$ cat src/rtl/vec_normalizer.sv
// vec_normalizer: buffers a Q16.16 vector, asks a reciprocal unit for 1/sum and
// streams each element scaled by that reciprocal, in arrival order.
module vec_normalizer #(
  parameter int DEPTH = 8
) (
  input  logic        clk,
  input  logic        rst,
  input  logic        in_valid,
  input  logic [31:0] in_data,
  input  logic        in_last,
  output logic        in_ready,
  output logic        recip_req,
  output logic [31:0] recip_x,
  input  logic        recip_valid,
  input  logic [31:0] recip_y,
  output logic        out_valid,
  output logic [31:0] out_data,
  output logic        out_last,
  input  logic        out_ready,
  output logic        zero_err,
  output logic        len_err
);
  localparam int CW = $clog2(DEPTH) + 1;
  typedef enum logic [1:0] {LOAD, REQ, WAIT, EMIT} state_t;
  state_t state, state_d;
  logic [31:0] mem [DEPTH];
  logic [CW-1:0] cnt, idx;
  logic [31:0] sum, sum_d, recip, prod_sat;
  logic [32:0] sum_w;
  logic signed [63:0] elem_w, recip_w;
  logic [63:0] prod;
  logic acc, full, fin, load, done;
  assign in_ready = state == LOAD && !rst;
  assign recip_req = state == REQ && sum != 0 && !rst;
  assign zero_err = state == REQ && sum == 0 && !rst;
  assign acc = in_valid && in_ready;
  assign full = cnt == CW'(DEPTH - 1);
  assign fin = acc && (in_last || full);
  assign sum_w = {in_data[31], in_data} + {sum[31], sum};
  assign sum_d = sum_w[32] != sum_w[31] ? {sum_w[32], {31{~sum_w[32]}}} : sum_w[31:0];
  assign elem_w = 64'($signed(mem[idx[CW-2:0]]));
  assign recip_w = 64'($signed(recip));
  assign prod = elem_w * recip_w + 64'sh8000;
  // bits [63:47] all equal means the rounded result fits in Q16.16
  assign prod_sat = (&prod[63:47] || ~|prod[63:47]) ? prod[47:16] : {prod[63], {31{~prod[63]}}};
  // the output register refills whenever it is empty or being consumed
  assign load = state == EMIT && (!out_valid || out_ready) && idx < cnt;
  assign done = out_valid && out_ready && out_last;
  always_comb begin
    state_d = state;
    if (fin) state_d = REQ;
    else if (state == REQ) state_d = sum != 0 ? WAIT : EMIT;
    else if (state == WAIT && recip_valid) state_d = EMIT;
    else if (state == EMIT && done) state_d = LOAD;
  end
  always_ff @(posedge clk) begin
    if (rst) state <= LOAD;
    else state <= state_d;
  end
  always_ff @(posedge clk) if (acc) mem[cnt[CW-2:0]] <= in_data;
  always_ff @(posedge clk) begin
    if (rst) begin
      cnt <= '0;
      idx <= '0;
      sum <= '0;
      recip <= '0;
      recip_x <= '0;
      out_valid <= 1'b0;
      out_data <= '0;
      out_last <= 1'b0;
      len_err <= 1'b0;
    end else begin
      len_err <= acc && full && !in_last;
      if (acc) begin
        cnt <= cnt + CW'(1);
        sum <= sum_d;
      end
      if (fin && sum_d != 0) recip_x <= sum_d;
      if (state == REQ && sum == 0) recip <= '0;
      if (state == WAIT && recip_valid) recip <= recip_y;
      if (load) begin
        out_valid <= 1'b1;
        out_data <= prod_sat;
        out_last <= idx == cnt - CW'(1);
        idx <= idx + CW'(1);
      end else if (out_valid && out_ready) out_valid <= 1'b0;
      if (done) begin
        cnt <= '0;
        idx <= '0;
        sum <= '0;
        out_last <= 1'b0;
      end
    end
  end
endmodule

$ cat config.mk
export PLATFORM = sky130hd
export DESIGN_NAME = vec_normalizer
export DESIGN_NICKNAME = d
export VERILOG_FILES = /design/src/rtl/vec_normalizer.sv
export SDC_FILE = /design/constraint.sdc
export NUM_CORES = 2
export LEC_CHECK = 0
export CORE_ASPECT_RATIO = 2
export CORE_MARGIN = 4
export CORE_UTILIZATION = 60
export CTS_BUF_LIST = sky130_fd_sc_hd__clkbuf_4 sky130_fd_sc_hd__clkbuf_8
export DETAILED_ROUTE_END_ITERATION = 8
export PLACE_DENSITY_LB_ADDON = 0.25
export SLEW_MARGIN = 30
export SYNTH_ARGS = -nofsm -noshare
export SYNTH_HDL_FRONTEND = slang
export SYNTH_SLANG_ARGS = --single-unit
export TNS_END_PERCENT = 20
$ cat constraint.sdc
create_clock -name clk -period 9.6 [get_ports clk]
set_clock_uncertainty 0.1 [all_clocks]
set_input_delay 1.92 -clock clk [delete_from_list [all_inputs] [get_ports clk]]
set_output_delay 1.92 -clock clk [all_outputs]
set_load 0.005 [all_outputs]
; Word-level counts from Yosys, hierarchy flattened
; Memory sizes are Yosys's and may differ from the RTL's. A register that Yosys moved wholly into a read port is not among the register bits.
; Index checks and enable logic that the tools add are counted.
[word_totals]
out_inout_bits = 70
input_bits = 70
word_cells = 77
regBits = 141
mem_bits_rw = 256
memories = 1
[mem_list]
columns = memory, words, word_bits, read_ports, rd_clocked_by_memory_dff, wr, line
row1 = mem, 8, 32, 1, 1, 1, 26  ; logic [31:0] mem [DEPTH];
[op_classes]
bitwise = 2
addsub = 5
magnitude_cmp = 1
eq_ne = 6
n_mul = 1
n_reduce_logical = 35
n_mux = 15
[op_table]
columns = operator, n
row1 = two-way mux 32 bit, 4
row2 = "adder 64 x 17 -> 64 bit, second input constant", 1
row3 = multiplier 32 x 32 -> 64 bit, 1
row4 = nonzero test 32 bit, 2
row5 = adder 32 x 32 -> 33 bit, 1
row6 = logical NOT 32 bit, 1
row7 = AND reduction 17 bit, 1
row8 = OR reduction 17 bit, 1
row9 = logical AND 1 bit, 16
row10 = "adder 4 x 1 -> 4 bit, second input constant", 2
row11 = two-way mux 1 bit, 6
row12 = two-way mux 2 bit, 3
row13 = two-way mux 3 bit, 2
row14 = "equality test 2 bit, second input constant", 2
row15 = "equality test 4 x 3 -> 1 bit, second input constant", 1
row16 = equality test 4 bit, 1
row17 = logical NOT 1 bit, 4
row18 = less-than comparator 4 bit, 1
row19 = nonzero test 2 bit, 2
row20 = nonzero test 4 bit, 1
row21 = OR reduction 2 bit, 2
row22 = "subtractor 4 x 1 -> 4 bit, second input constant", 1
row23 = logical OR 1 bit, 3
row24 = nonzero test 3 bit, 1
row25 = other kinds (4), 5

; Logic depth before layout (Yosys ltp)
[logic_depth]
depth_word = 7
mapped_depth = 37
mapped_depth_nobuf = 31

; Least setup slack after synthesis
; OpenSTA, ideal clock, no wires.
[synth_timing]
path_kind = reg-to-reg
startpoint = register (tool-made name)
endpoint = register out_data[8]
path_buffers = 4
synth_period_minus_slack_ns = 10.512
setup_time_ns = 0.128
path_slack_ns = -0.912
arrival_time_ns = 10.284
stages_incl_launch_ff = 34
cell_sequence = dfxtp_1 clkbuf_1 clkbuf_1 mux4_2 mux2_2 clkbuf_1 nand2_1 inv_1 fa_1 fa_1 fa_1 inv_1 fa_1 inv_1 fa_1 fa_1 inv_1 fa_1 fa_1 inv_1 ha_1 inv_1 o21bai_1 a211oi_1 o21bai_1 or4b_2 nand3_1 a211oi_1 nor3_1 nand4b_1 nor4_1 o21a_1 clkbuf_1 a21oi_1
[synth_lines]
columns = element, line
row1 = "end signal, assigned", 83  ; out_data <= prod_sat;
row2 = "end, declared", 17  ; output logic [31:0] out_data,

==> insert_results.sql <==
INSERT INTO impl_metrics (metric_group, metric, value, unit) VALUES
('finish', 'stdcell_count', '6986', ''),
('worst_setup_path', 'path_common_cell', 'sky130_fd_sc_hd__fa_1', ''),
('synth', 'synth_edf_count', '256', ''),
('synth', 'synth.cell_area', '0.0540', 'sq mm'),
('synth', 'mean_post_synth_cell_area', '10.2', 'sq um'),
('sta', 'postLayoutSetupSlackWorst', '-0.190', 'ns'),
('floorplanning', 'chipWidth', '220', 'microns'),
('power_and_ir_drop', 'share_seq_of_total_power', '32.2', '%'),
('clock_tree', 'postCtsHoldBufs', '0', ''),
('worst_setup_path', 'timing_worst_setup_path_type', 'reg2reg', ''),
('worst_setup_path', 'critical_path.top_delay_family', 'adder cells', ''),
('power_and_ir_drop', 'power_frac_comb', '40.2', '%'),
('route', 'drc', '0', ''),
('clock_tree', 'cts_clock_pin_slew_for_the_worst_setup_and_hold_paths', '0.07', 'ns'),
('finish', 'finalInstanceArea', '0.0632', 'sq mm'),
('grt', 'grt_start_max_net_pins', '68', ''),
('power_and_ir_drop', 'power_switching', '2200', 'uW'),
('power_and_ir_drop', 'ir_drop', '0.207', 'mV'),
('finish', 'nets', '7125', ''),
('power_and_ir_drop', 'swShare', '37.4', '%'),
('worst_setup_path', 'critical-path-slowest-cell', 'sky130_fd_sc_hd__or4b_2', ''),
('route', 'route.antenna.remaining_nets', '0', ''),
('grt', 'number_of_global_route_vias_before_repair', '46700', ''),
('sta', 'pins_over_slew_limit', '0', ''),
('sta', 'final_report_hold_violation_count', '0', ''),
('finish', 'final_util', '70.8', '%'),
('worst_setup_path', 'crit_required', '10.19', 'ns'),
('route', 'drt-initial-drc-count', '2717', ''),
('power_and_ir_drop', 'cellLeakagePower', '0.0289', 'uW'),
('finish', 'fill_cells', '6578', ''),
('grt', 'antenna_violations_before_repair', '6', ''),
('sta', 'rsz0062_at_grt', 'yes', ''),
('placement', 'numPortBuffers', '139', ''),
('route', 'route.layer.met1.wl', '51.8', 'mm'),
('grt', 'grt_residual_overflow', '0', ''),
('grt', 'grt_usage', '37.2', '%'),
('clock_tree', 'cts_made_buffers', '56', ''),
('floorplanning', 'boundaryPins', '140', ''),
('synth', 'ys_ff_latch', '400', ''),
('job', 'drv.max_cap_violation_count', '0', ''),
('worst_setup_path', 'cp.buffers_inverters', '13', ''),
('route', 'highest_layer', 'met4', ''),
('floorplanning', 'fp.dieArea', '0.0951', 'sq mm'),
('sta', 'finalCriticalPeriod', '9.79', 'ns'),
('worst_setup_path', 'max_stage_delay', '0.63', 'ns'),
('synth', 'synthesis.yosys.warnings', '0', ''),
('synth', 'synth.lib_cells_used.distinct', '73', ''),
('route', 'routed_wl', '173', 'mm'),
('clock_tree', 'cts_tree', 'yes', ''),
('route', 'drt_first_pass_iters', '6', ''),
('floorplanning', 'die_y', '432', 'microns'),
('finish', 'syn_to_final_growth', '17.1', '%'),
('power_and_ir_drop', 'power', '5890', 'uW'),
('route', 'vias', '41500', ''),
('sta', 'final-setup-viol-count', '30', ''),
('worst_setup_path', 'worst-path-max-fanout', '9', ''),
('synth', 'asyncSetResetFlopFracSynth', '0', '%'),
('finish', 'drive_gt1_share', '16.6', '%'),
('synth', 'synthesis.nets', '6682', ''),
('worst_setup_path', 'critPathArrivalTime', '10.38', 'ns'),
('route', 'post_drt_wl_per_cell', '24.8', 'microns'),
('run_status', 'failed_checks', 'negative setup slack', ''),
('placement', 'place_congestion', '1.04', ''),
('power_and_ir_drop', 'power_report.internal_total', '3690', 'uW'),
('min_path', 'worstHoldPathType', 'reg2reg', ''),
('placement', 'dp.final_hpwl', '139', 'mm'),
('sta', 'relSlewSlack', '33.9', '%'),
('power_and_ir_drop', 'powerDensity', '93.2', 'mW/mm^2'),
('grt', 'wire_length_of_the_first_global_routing_pass', '264', 'mm'),
('placement', 'placed_cell_area', '0.0600', 'sq mm'),
('run_status', 'status', 'finished, violations left', '');
## layout by cell type, fill, tap and decap left out, types with 141 or more instances in the layout
master / netlist / routed
sky130_fd_sc_hd__a21oi_1: 206 / 183
sky130_fd_sc_hd__and2_1: 499 / 491
sky130_fd_sc_hd__buf_4: 0 / 475
sky130_fd_sc_hd__dfxtp_1: 144 / 141
sky130_fd_sc_hd__edfxtp_1: 256 / 256
sky130_fd_sc_hd__fa_1: 1083 / 1058
sky130_fd_sc_hd__ha_1: 216 / 197
sky130_fd_sc_hd__inv_1: 952 / 944
sky130_fd_sc_hd__nand2_1: 591 / 588
sky130_fd_sc_hd__nor2_1: 193 / 185
## area by class of cell
| cell class | instances | share of cell area (%) |
|---|---|---|
| Clock buffer | 64 | 1.33 |
| Sequential cell | 400 | 16.7 |
| Antenna cell | 5 | 0.0198 |
| Multi-Input combinational cell | 3648 | 62.7 |
| Timing Repair Buffer | 698 | 10.4 |
| Tap cell | 1177 | 2.33 |
| Clock inverter | 42 | 0.792 |
| Inverter | 952 | 5.67 |
## stage by stage
stage	setup WS (ns)	hold slack (ns)
6_report	-0.190	0.386
5_1_grt	-0.500	0.408
4_1_cts	-0.0747	0.379
3_5_place_dp	-0.702	0.360
3_3_place_gp	-0.932	0.349
2_1_floorplan	0.0291	0.345
## tightest hold or removal path: stages, from the launching register on
cell	delay [ns]
sky130_fd_sc_hd__dfxtp_1	0.33
sky130_fd_sc_hd__nand2_1	0.07
sky130_fd_sc_hd__o21ai_1	0.05
## Yosys cell counts (8+ instances only)
cell	instances	area, sq um
sky130_fd_sc_hd__fa_1	1083	21700
sky130_fd_sc_hd__inv_1	952	3570
sky130_fd_sc_hd__nand2_1	591	2220
sky130_fd_sc_hd__and2_1	499	3120
sky130_fd_sc_hd__clkbuf_1	309	1160
sky130_fd_sc_hd__edfxtp_1	256	7690
sky130_fd_sc_hd__ha_1	216	2700
sky130_fd_sc_hd__a21oi_1	206	1030
sky130_fd_sc_hd__nor2_1	193	724
sky130_fd_sc_hd__dfxtp_1	144	2880
sky130_fd_sc_hd__o21ai_0	139	696
sky130_fd_sc_hd__mux4_2	61	1370
sky130_fd_sc_hd__xnor2_1	61	534
sky130_fd_sc_hd__a211oi_1	44	330
sky130_fd_sc_hd__nor3_1	43	215
sky130_fd_sc_hd__nand4_1	42	263
sky130_fd_sc_hd__a21o_1	40	300
sky130_fd_sc_hd__mux2_2	37	417
sky130_fd_sc_hd__a22oi_1	34	255
sky130_fd_sc_hd__a211oi_2	29	363
sky130_fd_sc_hd__nand3_1	29	145
sky130_fd_sc_hd__and3_1	28	175
sky130_fd_sc_hd__xor2_1	25	219
sky130_fd_sc_hd__nor4_1	21	131
sky130_fd_sc_hd__a31oi_1	17	106
sky130_fd_sc_hd__o21a_1	16	120
sky130_fd_sc_hd__o21bai_1	16	120
sky130_fd_sc_hd__or2_2	14	87.6
sky130_fd_sc_hd__nor2b_1	13	81.3
sky130_fd_sc_hd__or3_1	11	68.8
sky130_fd_sc_hd__mux2i_1	10	100
sky130_fd_sc_hd__o211ai_1	9	67.6
sky130_fd_sc_hd__a221oi_1	8	70.1
sky130_fd_sc_hd__and4_1	8	70.1
sky130_fd_sc_hd__o31ai_1	8	60.1
## metal layers
metal / vias to the layer above / GRT usage, %
met5: - / 0
met4: 0 / 30.8
met3: 873 / 5.42
met2: 1913 / 66.3
met1: 21200 / 37.8
li1: 17600 / -
## cells by family after synthesis
| logic type | synth area share, % |
|---|---|
| simple gates | 14.1 |
| xor+xnor | 1.40 |
| buf+inv | 8.90 |
| flops | 19.6 |
| mux | 3.50 |
| fa+ha+maj | 45.2 |
| compound gates | 7.40 |
## path summary, 6_finish.rpt
path | startpoint | to | slack [ns] | cells past startpoint
worst max-delay path | register | out_data[12] | -0.19 | 36
worst max register to register | register | out_data[12] | -0.19 | 36
worst min register to register | recip_x[1] | recip_x[1] | 0.39 | 2
worst min-delay path | recip_x[1] | recip_x[1] | 0.39 | 2
## power groups by stage
stage	Combinational [uW]	Sequential (uW)	Clock, uW
after global routing	2510	1900	1720
after CTS	2260	1900	1630
after detailed placement	2130	1930	0
final	2370	1900	1630
after floorplan	1180	1920	0
after global placement	2100	1930	0
## what timing repair did
item	4_1_cts	5_1_grt
setup endpoints to repair	31	31
cloned	11	5
buffers inserted	32	28
hold endpoints to repair	0	0
pin swaps	37	59
resized for setup	135	88
## flip-flops by register name, indices dropped and copies added, names as in the netlist, named ones only
signal	count
mem	256
out_data	32
recip	32
recip_x	32
sum	32
cnt	4
idx	4
state	2
len_err	1
out_last	1
out_valid	1
(Power assumes the default switching activity.)
